==> config.mk <==
export PLATFORM = sky130hd
export DESIGN_NAME = gan_infer_ctrl
export DESIGN_NICKNAME = d
export VERILOG_FILES = /design/src/rtl/gan_pkg.sv /design/src/rtl/gan_param_bank.sv /design/src/rtl/gan_infer_ctrl.sv
export SDC_FILE = /design/constraint.sdc
export NUM_CORES = 1
export LEC_CHECK = 0
export BUFFER_PORTS_ARGS = -buffer_cell sky130_fd_sc_hd__buf_2
export CELL_PAD_IN_SITES_DETAIL_PLACEMENT = 1
export CELL_PAD_IN_SITES_GLOBAL_PLACEMENT = 1
export CORE_AREA = 2 2 319 321
export CTS_CLUSTER_SIZE = 16
export DETAILED_ROUTE_END_ITERATION = 12
export DIE_AREA = 0 0 321 323
export GPL_TIMING_DRIVEN = 0
export PLACE_DENSITY_LB_ADDON = 0.25
export SYNTH_ARGS = -nofsm -noshare
export SYNTH_HDL_FRONTEND = slang
export SYNTH_SLANG_ARGS = --single-unit
==> constraint.sdc <==
create_clock -name clock -period 3.42 [get_ports clock]
set_input_delay 0.513 -clock clock [delete_from_list [all_inputs] [get_ports clock]]
set_output_delay 0.513 -clock clock [all_outputs]
set_load 0.02 [all_outputs]
==> src/rtl/gan_pkg.sv <==
// Shared definitions for the GAN inference controller slice.
// Holds parameter-bank geometry, datapath word widths, the controller state
// encoding and the per-layer base offsets of the flattened parameter bank.
// Layer layout inside the bank (weights first, then biases, per layer):
//   L1 @0 (w11..w44 row-major, b1..b4), L2 @20, L3 @30, L4 @33,
//   L5 @35, L6 @37, L7 @41, L8 @53; 73 words total.
package gan_pkg;

  localparam int PW = 6;   // parameter / input element width
  localparam int FW = 32;  // result element width
  localparam int XW = 4 * PW;
  localparam int FBW = 4 * FW;

  // Each base is the previous base plus that layer's word count.
  localparam int L1_BASE = 0;
  localparam int L2_BASE = L1_BASE + 20;
  localparam int L3_BASE = L2_BASE + 10;
  localparam int L4_BASE = L3_BASE + 3;
  localparam int L5_BASE = L4_BASE + 2;
  localparam int L6_BASE = L5_BASE + 2;
  localparam int L7_BASE = L6_BASE + 4;
  localparam int L8_BASE = L7_BASE + 12;
  localparam int NUM_PARAMS = L8_BASE + 20;

  localparam int LDW = 7;  // load counter width, covers 0..NUM_PARAMS-1
  localparam int BANKW = NUM_PARAMS * PW;

  typedef enum logic [1:0] {
    ST_LOAD  = 2'd0,
    ST_RUN   = 2'd1,
    ST_DRAIN = 2'd2
  } state_t;

  function automatic logic is_last_word(input logic [LDW-1:0] idx);
    return idx == LDW'(NUM_PARAMS - 1);
  endfunction

endpackage

==> src/rtl/gan_param_bank.sv <==
// 73 x 6-bit parameter register file for the GAN datapath.
// Ports:
//   clock  - rising-edge clock
//   reset  - synchronous, active-high; clears every entry
//   we     - write enable
//   waddr  - write index (0..NUM_PARAMS-1)
//   wdata  - signed parameter word
//   rdata  - all entries flattened, index 0 at the LSBs
module gan_param_bank
  import gan_pkg::*;
(
  input  logic             clock,
  input  logic             reset,
  input  logic             we,
  input  logic [LDW-1:0]   waddr,
  input  logic [PW-1:0]    wdata,
  output logic [BANKW-1:0] rdata
);

  logic [PW-1:0] mem [NUM_PARAMS];

  // NOTE: this storage is reset on purpose -- the datapath reads every entry
  // continuously, so a freshly reset bank must present all-zero parameters.
  always_ff @(posedge clock) begin
    if (reset) begin
      for (int i = 0; i < NUM_PARAMS; i++) mem[i] <= '0;
    end else if (we && (waddr < LDW'(NUM_PARAMS))) begin
      mem[waddr] <= wdata;
    end
  end

  for (genvar g = 0; g < NUM_PARAMS; g++) begin : g_rd
    assign rdata[g*PW +: PW] = mem[g];
  end

endmodule

==> src/rtl/gan_infer_ctrl.sv <==
// Sequencer for the 8-layer pipelined GAN datapath.
// Loads the 73-word parameter set serially, issues input vectors into the
// datapath through a valid/ready handshake, tracks in-flight vectors with a
// shift register and returns results with output backpressure (a stalled
// output freezes the whole pipe via dp_enable).
// Ports:
//   clock, reset           - rising-edge clock, synchronous active-high reset
//   load_start             - request a parameter reload (honoured in RUN only)
//   wr_valid/wr_ready/wr_data - parameter word stream, fixed load order
//   in_valid/in_ready/in_x - input vectors {x4,x3,x2,x1}
//   dp_x, dp_params, dp_enable, dp_f - datapath interface
//   out_valid/out_ready/out_f - results {f4,f3,f2,f1}
//   loaded                 - full parameter set present
//   perf_done, perf_stall  - delivered-result / stall-cycle counters
// Configuration:
//   GAN_CTRL_PERF_EN - when defined, builds the saturating perf counters;
//                      otherwise both counters are tied to zero.
module gan_infer_ctrl
  import gan_pkg::*;
#(
  parameter int PIPE_LAT = 8
) (
  input  logic             clock,
  input  logic             reset,
  input  logic             load_start,
  input  logic             wr_valid,
  output logic             wr_ready,
  input  logic [PW-1:0]    wr_data,
  input  logic             in_valid,
  output logic             in_ready,
  input  logic [XW-1:0]    in_x,
  output logic [XW-1:0]    dp_x,
  output logic [BANKW-1:0] dp_params,
  output logic             dp_enable,
  input  logic [FBW-1:0]   dp_f,
  output logic             out_valid,
  input  logic             out_ready,
  output logic [FBW-1:0]   out_f,
  output logic             loaded,
  output logic [31:0]      perf_done,
  output logic [31:0]      perf_stall
);

  state_t              state_q, state_d;
  logic [LDW-1:0]      ld_cnt_q;
  logic [PIPE_LAT-1:0] vld_sr_q;
  logic                loaded_q;
  logic                stall;
  logic                wr_fire;
  logic                in_fire;
  logic                pipe_empty;

  assign dp_x       = in_x;
  assign out_f      = dp_f;
  assign loaded     = loaded_q;
  assign out_valid  = vld_sr_q[PIPE_LAT-1];
  assign stall      = out_valid & ~out_ready;
  assign pipe_empty = (vld_sr_q == '0);
  // Decoded from the state register directly so it does not loop through
  // the combinational output block.
  assign wr_fire    = wr_valid & (state_q == ST_LOAD);
  assign in_fire    = in_valid & in_ready;

  // NOTE: every output of this block gets a default before the case so no
  // path leaves a signal unassigned, which would infer a latch.
  always_comb begin
    state_d   = state_q;
    wr_ready  = 1'b0;
    in_ready  = 1'b0;
    dp_enable = 1'b0;
    unique case (state_q)
      ST_LOAD: begin
        wr_ready = 1'b1;
        if (wr_fire && is_last_word(ld_cnt_q)) state_d = ST_RUN;
      end
      ST_RUN: begin
        dp_enable = ~stall;
        in_ready  = ~stall;
        if (load_start) state_d = ST_DRAIN;
      end
      ST_DRAIN: begin
        // Pipe keeps advancing with bubbles; the bank is only rewritten
        // once nothing is in flight.
        dp_enable = ~stall;
        if (pipe_empty) state_d = ST_LOAD;
      end
      default: state_d = ST_LOAD;
    endcase
  end

  // NOTE: sequential state uses non-blocking assignments so every register
  // samples the pre-edge values, independent of statement order.
  always_ff @(posedge clock) begin
    if (reset) begin
      state_q  <= ST_LOAD;
      ld_cnt_q <= '0;
      vld_sr_q <= '0;
      loaded_q <= 1'b0;
    end else begin
      state_q <= state_d;
      if (wr_fire) begin
        if (is_last_word(ld_cnt_q)) begin
          ld_cnt_q <= '0;
          loaded_q <= 1'b1;
        end else begin
          ld_cnt_q <= ld_cnt_q + LDW'(1);
        end
      end
      if ((state_q == ST_DRAIN) && pipe_empty) loaded_q <= 1'b0;
      // Occupancy moves in lockstep with the datapath; a bubble enters
      // whenever no vector is accepted on an enabled cycle.
      if (dp_enable) vld_sr_q <= {vld_sr_q[PIPE_LAT-2:0], in_fire};
    end
  end

  gan_param_bank u_bank (
    .clock (clock),
    .reset (reset),
    .we    (wr_fire),
    .waddr (ld_cnt_q),
    .wdata (wr_data),
    .rdata (dp_params)
  );

`ifdef GAN_CTRL_PERF_EN
  logic [31:0] perf_done_q;
  logic [31:0] perf_stall_q;

  // Counters saturate and survive reloads; only reset clears them.
  always_ff @(posedge clock) begin
    if (reset) begin
      perf_done_q  <= '0;
      perf_stall_q <= '0;
    end else begin
      if (out_valid && out_ready && (perf_done_q != '1))
        perf_done_q <= perf_done_q + 32'd1;
      if ((state_q != ST_LOAD) && stall && (perf_stall_q != '1))
        perf_stall_q <= perf_stall_q + 32'd1;
    end
  end

  assign perf_done  = perf_done_q;
  assign perf_stall = perf_stall_q;
`else
  assign perf_done  = '0;
  assign perf_stall = '0;
`endif

endmodule

==> results of run 1 <==
-- state kept, by name (all words and copies together), names as in the netlist --
| register | flops |
|---|---|
| u_bank.mem | 438 |
| vld_sr_q | 8 |
| ld_cnt_q | 7 |
| state_q | 2 |
| loaded | 1 |
-- placed cells by master, fill, tap and decap left out, types with 5 or more instances in the layout --
| cell | Yosys | layout |
|---|---|---|
| buf_4 | 218 | 218 |
| clkbuf_1 | 60 | 61 |
| a21o_1 | 7 | 7 |
| diode_2 | 0 | 9 |
| nor2_1 | 71 | 70 |
| nor3_1 | 6 | 6 |
| conb_1 | 1 | 64 |
| and2_1 | 398 | 398 |
| or2_2 | 66 | 66 |
| ha_1 | 6 | 6 |
| clkinv_1 | 1 | 10 |
| nand3_1 | 18 | 15 |
| clkbuf_16 | 0 | 57 |
| buf_2 | 5 | 606 |
| and3_1 | 47 | 47 |
| clkinv_2 | 0 | 10 |
| dfxtp_1 | 18 | 18 |
| edfxtp_1 | 438 | 438 |
| a21oi_1 | 9 | 9 |
| nand2_1 | 21 | 21 |
| nand2b_1 | 8 | 8 |
| clkbuf_2 | 1 | 7 |
| nor2b_1 | 5 | 5 |
-- metal layers --
layer	track usage, %	up-vias	share of wire [%]
met5	0	-	0.13
met4	5.23	16	3.2
met3	5.20	103	7.8
met2	28.5	556	52
met1	17.1	6619	37
li1	-	6075	-
-- per-stage QoR --
| stage | setup TNS (ns) | std cells | util, % | area [sq um] | setup slack [ns] |
|---|---|---|---|---|---|
| 2_1_floorplan | 0 | 1504 | - | 19800 | 1.28 |
| 5_1_grt | 0 | 3515 | 26.1 | 26300 | 0.0379 |
| 4_1_cts | 0 | 3513 | 26.1 | 26300 | 0.0850 |
| 3_3_place_gp | 0 | 3412 | 24.3 | 24400 | 0.0534 |
| 6_report | 0 | 3522 | 26.1 | 26300 | 0.402 |
| 3_5_place_dp | -0.317 | 3412 | 24.3 | 24500 | -0.0534 |
-- where the power goes --
| group | switching, mW | total (mW) | internal [mW] |
|---|---|---|---|
| logic | 1.06 | 1.50 | 0.440 |
| clock network | 2.55 | 5.90 | 3.35 |
| registers | 0.0791 | 6.41 | 6.33 |
-- cells by family (layout without fill, tap and decap cells) --
| kind of cell | after synthesis | count (layout) | synth area share (%) |
|---|---|---|---|
| other | 1 | 73 | 0.0192 |
| AND/OR/NAND/NOR | 653 | 653 | 19.6 |
| XOR/XNOR | 5 | 5 | 0.224 |
| buffers and inverters | 297 | 997 | 9.92 |
| AO/OA/AOI/OAI | 21 | 21 | 0.684 |
| adder cells (fa/ha/maj) | 6 | 6 | 0.384 |
| flip-flops | 456 | 456 | 69.1 |
| multiplexers | 2 | 2 | 0.102 |
-- repair_timing --
item / 4_1_cts / 5_1_grt
setup buffers: 0 / 0
gates resized for setup: 1 / 1
setup endpoints to repair: 6 / 6
-- worst register-to-register path, stage by stage, from the launching register on --
cell and delay, ns:
dfxtp_1 0.31, buf_2 0.17, inv_2 0.16, nand3_1 0.93
nor2_1 0.81, or2_2 0.32
-- how the worst min path moves through the flow --
stage,slack [ns],depth (start not counted),endpoint
global placement,0.46,2,vld_sr_q[5]
CTS,0.12,3,vld_sr_q[0]
floorplan,0.44,2,vld_sr_q[1]
finish,0.17,3,vld_sr_q[0]
global route,0.17,3,vld_sr_q[0]
detailed placement,0.47,2,vld_sr_q[2]
-- layout make-up --
type	count	share of cell area [%]
clock inverter	34	1.17
tap	1309	6.23
multi-input combinational	751	16.6
antenna	9	0.0857
clock buffer	67	5.68
inverter	7	0.0999
sequential	456	51.4
timing repair buffer	599	11.4
buffer	290	7.32
==> key figures, run 1 <==
Drt
  • Final ANT Viol Nets: 0
  • Post-Route WL: 84,600 um
  • Residual DRC: 0
  • Wire per inst: 24.0 um
  • Drt initial violations: 712
  • DRT Pass-1 Iters: 4
  • Vias: 13,400
  • Vias per inst: 3.80

STA
  • Min Clock Period, post-route: 3.02 ns
  • Slew headroom: 12.0%
  • Period Utilization, post-route: 88.3%
  • Hold Fails Final Rpt: 0
  • Top achievable clock speed: 331 MHz
  • Final Setup Violations: 0
  • Worst-margin pin slew: 1.32 ns
  • Clk_skew: 0.0259 ns
  • Hold Worst Slack: 0.171 ns
  • RSZ-0062 raised after global routing: no
  • Max-slew violation count: 0

Clock network
  • CTS H-tree lvls: 2
  • Clk Tree Root Cell: clkbuf_16
  • Clk buf depth: 3
  • Clock sink count: 456
  • Number of CTS-inserted buffers: 55
  • Cts hold-fix bufs: 0
  • Clock transition at the registers of the reported paths: 0.06 ns
  • TritonCTS clock tree: done
  • Clk Latency, worst-skew pair: 0.64 ns

Setup path
  • Reg-to-reg critical path startpoint: ld_cnt_q[0]
  • R2R setup slack: about 0.4 ns
  • WS Path Type: register to register
  • CP arrival: 3.35 ns
  • Critical R2R Capture: u_bank.mem[46][5]
  • Crit path launch type: register
  • WP depth: 5
  • Crit path buffers/inverters: 2
  • R2R cell count: 5
  • CP top delay family: simple AND/OR/NAND/NOR gates
  • Crit-path max cell delay: 0.93 ns
  • CP max stage cell: nand3_1
  • Worst Path Max Fanout: 10
  • Crit path from: ld_cnt_q[0]
  • Worst setup EP type: register
  • Worst path cell trace: buf_2 -> inv_2 -> nand3_1 -> nor2_1 -> or2_2
  • WP data required: 3.75 ns
  • End point of the critical path: u_bank.mem[46][5]

Global route
  • Initial antenna violation count: 25
  • First-pass GRT wire length: 113,000 um
  • Total grt overflow: 0
  • Largest net degree at the start of global routing: 16
  • All-Layer GR Usage: 15.7%
  • Vias in the first global route: 14,200

Hold path
  • HP Class: input pin to register
  • Worst hold start: in_valid

Logic synthesis
  • EDFF count, synth: 438
  • Ys async rst share: 0%
  • Sequential area share after synthesis: 69.1%
  • Top FF cell, synth: edfxtp_1
  • Yosys top cell by area: edfxtp_1
  • Synth Instances: 1,441
  • Most common cell in the netlist: edfxtp_1
  • Synth cell types: 35
  • Netlist Area Pre-Place: 19,600 sq um
  • Ys Warns: 0
  • Synth Area per Inst: between 10 and 15 sq um
  • Post-synth top area share: 67.2%
  • Number of synthesized register bits: 456
  • Top post-synthesis cells by count: 438 x edfxtp_1, 398 x and2_1, 218 x buf_4
  • Synth top area cells: edfxtp_1 67%, and2_1 13%, buf_4 8.4%

Placement
  • RePlAce Congestion: between 0.8 and 0.9
  • Buffers added on ports: roughly 600
  • Final HPWL DP: about 65,000 um

Floorplan
  • Starting Density: 19.4%
  • Core area: about 100,000 sq um
  • Chip Width: 321 um
  • Boundary pin count: approximately 800
  • Site row count: approximately 120
  • Die ar.: between 100,000 and 150,000 sq um
  • Die height: 323 um

Run status
  • Outcome: finished, final reports clean

Power
  • Peak VDD IR: 0.364 mV
  • Leakage power: 11.3 nW
  • Pwr/cell area: 525 nW/um^2
  • Total Power: 13.8 mW

Cells and area
  • Filler cells: 11,300
  • Area Growth Syn to Fin: 34.4%
  • Share of layout cells above drive strength 1: 45.0%
  • # nets final: 2,330
  • Multi-input gate area: ~4400 sq um
  • FF+latch area: 13,500 sq um

Job
  • Max cap viols: 0
No activity file was read; power rests on OpenSTA's default activity.
==> run 2, diff against run 1 <==
--- a/config.mk
+++ b/config.mk
@@ -6,14 +6,13 @@
 export NUM_CORES = 1
 export LEC_CHECK = 0
 export BUFFER_PORTS_ARGS = -buffer_cell sky130_fd_sc_hd__buf_2
-export CELL_PAD_IN_SITES_DETAIL_PLACEMENT = 1
-export CELL_PAD_IN_SITES_GLOBAL_PLACEMENT = 1
-export CORE_AREA = 2 2 319 321
+export CORE_AREA = 2 2 324 326
 export CTS_CLUSTER_SIZE = 16
 export DETAILED_ROUTE_END_ITERATION = 12
-export DIE_AREA = 0 0 321 323
+export DIE_AREA = 0 0 326 328
 export GPL_TIMING_DRIVEN = 0
 export PLACE_DENSITY_LB_ADDON = 0.25
+export REMOVE_ABC_BUFFERS = 1
 export SYNTH_ARGS = -nofsm -noshare
 export SYNTH_HDL_FRONTEND = slang
 export SYNTH_SLANG_ARGS = --single-unit
==> run 2 against run 1 <==
Core utilization down 2.9 points. Sequential cell count is the same. Fmax decreased by 5.0%. Largest power group unchanged.
==> key figures, run 2 (synthesis results as in run 1) <==
Run status
  • Outcome: finished, final reports clean

STA
  • Slew headroom: 21.3% (+9.3 points)
  • Max-slew violation count: 0 (unchanged)
  • Post-layout worst setup margin: 0.244 ns (-0.158 ns)
  • Worst-margin pin slew: 1.18 ns (-0.143 ns)
  • Min Clock Period, post-route: 3.18 ns (+0.158 ns)
  • Top achievable clock speed: 315 MHz (-5.0%)
  • Hold Fails Final Rpt: 0 (unchanged)
  • Final Setup Violations: 0 (unchanged)
  • Period Utilization, post-route: 92.9% (+4.6 points)
  • RSZ-0062 raised after global routing: yes
  • Hold Worst Slack: 0.190 ns (+0.0189 ns)
  • Clk_skew: 0.0313 ns (+0.00531 ns)

Setup path
  • WP data required: 3.75 ns (about the same)
  • Worst Path Max Fanout: 12 (+2)
  • Crit-path max cell delay: 0.77 ns (-0.16 ns)
  • WS Path Type: register to register
  • CP top delay family: simple AND/OR/NAND/NOR gates
  • Crit path launch type: register
  • CP max stage cell: nand3_1
  • CP arrival: 3.50 ns (+0.15 ns)
  • Worst setup EP type: register
  • Worst path cell trace: inv_1 -> ha_1 -> and3b_1 -> nand3_1 -> nor2_1 -> or2_2
  • Crit path buffers/inverters: 1 (-1)

Global route
  • Total grt overflow: 0 (unchanged)
  • Largest net degree at the start of global routing: 51 (+35)
  • All-Layer GR Usage: 18.4% (+2.7 points)
  • Vias in the first global route: 11,700 (-18%)
  • Initial antenna violation count: 3 (-88%)
  • First-pass GRT wire length: 127,000 um (+13%)

Placement
  • Post-place setup slack: -0.678 ns (-0.625 ns)
  • Final HPWL DP: 79,600 um (+22%)
  • Buffers added on ports: 454 (-24%)
  • RePlAce Congestion: 0.868 (+0.57%)

Floorplan
  • Die ar.: 107,000 sq um (+3.1%)
  • Boundary pin count: 823 (unchanged)
  • Die height: 328 um (+1.5%)
  • Site row count: 118 (+0.85%)
  • Starting Density: 19.0% (-0.47 points)
  • Core area: 103,000 sq um (+2.5%)
  • Chip Width: 326 um (+1.6%)

Cells and area
  • Share of layout cells above drive strength 1: 34.6% (-10 points)
  • Area Growth Syn to Fin: 22.2%
  • Largest regs: u_bank.mem x438, vld_sr_q x8, ld_cnt_q x7
  • Commonest non-fill, non-tap cells in the layout: 447 x buf_2, 438 x edfxtp_1, 398 x and2_1, 70 x nor2_1, 66 x or2_2
  • Reg with most FFs: u_bank.mem
  • # nets final: 1,902 (-18%)
  • Final core utilization: 23.2% (-2.9 points)
  • Flip-flop count of the largest register after layout: 438 (unchanged)
  • Commonest non-fill, non-tap cell in the layout: buf_2

Hold path
  • HP Class: input pin to register

Drt
  • Final ANT Viol Nets: 0 (unchanged)
  • Residual DRC: 0 (unchanged)
  • Post-Route WL: 102,000 um (+20%)
  • Wire per inst: 32.2 um (+34%)
  • Vias: 12,400 (-7.3%)
  • DRT Pass-1 Iters: 5 (+1)
  • Vias per inst: 3.92 (+3.4%)
  • Drt initial violations: 939 (+32%)

Clock network
  • TritonCTS clock tree: done
  • Clk buf depth: 3 (unchanged)
  • Number of CTS-inserted buffers: 54 (-1.8%)
  • Clk Tree Root Cell: clkbuf_16
  • Clock sink count: 456 (unchanged)
  • Clock transition at the registers of the reported paths: 0.06 ns (about the same)
  • Clk Latency, worst-skew pair: 0.63 ns (about the same)
  • CTS H-tree lvls: 2 (unchanged)

Power
  • Pwr/cell area: 553 nW/um^2 (+5.4%)
  • Peak VDD IR: 0.326 mV (-10%)
  • Total Power: 13.2 mW (-4.2%)
  • Leakage power: 9.60 nW (-15%)

Job
  • Max cap viols: 0 (unchanged)
==> run 2: cell count changes in the layout (fill, tap and decap cells not counted), sizes merged <==
cell / previous run / this run
diode: 9 / 1
clkinvlp: 4 / 1
clkinv: 24 / 30
bufinv: 3 / 7
buf: 828 / 462
inv: 10 / 8
clkbuf: 128 / 61
==> run 2: tightest hold or removal path: stages <==
cell and delay, ns:
buf_2 0.10, nand3_1 0.07, a21oi_1 0.06
==> run 2: final cells by class <==
| cell class | instances | area [sq um] |
|---|---|---|
| Timing Repair Buffer | 462 | 2510 |
| Clock inverter | 39 | 364 |
| Sequential cell | 456 | 13500 |
| Fill cell | 10900 | 79300 |
| Clock buffer | 61 | 1400 |
| Tap cell | 1380 | 1730 |
| Multi-Input combinational cell | 751 | 4380 |
| Antenna cell | 1 | 2.50 |
| Inverter | 7 | 26.3 |
==> run 2: path summary, 6_finish.rpt <==
check | from | endpoint | slack, ns | cells past startpoint
min | in_valid | vld_sr_q[0] | 0.19 | 3
max | state_q[1] | u_bank.mem[9][1] | 0.24 | 6
min reg2reg | vld_sr_q[0] | vld_sr_q[1] | 0.48 | 2
max reg2reg | state_q[1] | u_bank.mem[9][1] | 0.24 | 6
==> run 2: through the flow <==
stage	setup TNS (ns)	area, sq um	std cells
2_1_floorplan	0	17900	1214
6_report	0	23900	3157
3_5_place_dp	-109.44	22100	3056
4_1_cts	0	23900	3156
3_3_place_gp	-825.05	21900	3048
5_1_grt	-4.75	23900	3156
==> run 2: repair_timing <==
item                                    4_1_cts  5_1_grt
hold buffers                                  0        0
hold endpoints to repair                      0        0
setup buffers                                 0        0
resized for setup                             3        1
endpoints found under the setup margin       18       86
==> run 2: layer usage <==
layer  share of wire, %  GRT usage, %  vias to the layer above  routed length (um)
li1                   -             -                     5197                   -
met1                 31          16.3                     6021               31500
met2                 40          25.1                     1052               40800
met3                 26          22.7                       97               26000
met4                1.7          3.39                       22                1740
met5                1.6          12.6                        -                1620
==> run 2: power breakdown <==
group | switching [mW] | leakage, nW | total (mW) | internal, mW
Combinational | 0.788 | 4.24 | 1.02 | 0.230
Sequential | 0.0751 | 4.50 | 6.40 | 6.33
Clock | 2.37 | 0.869 | 5.81 | 3.44
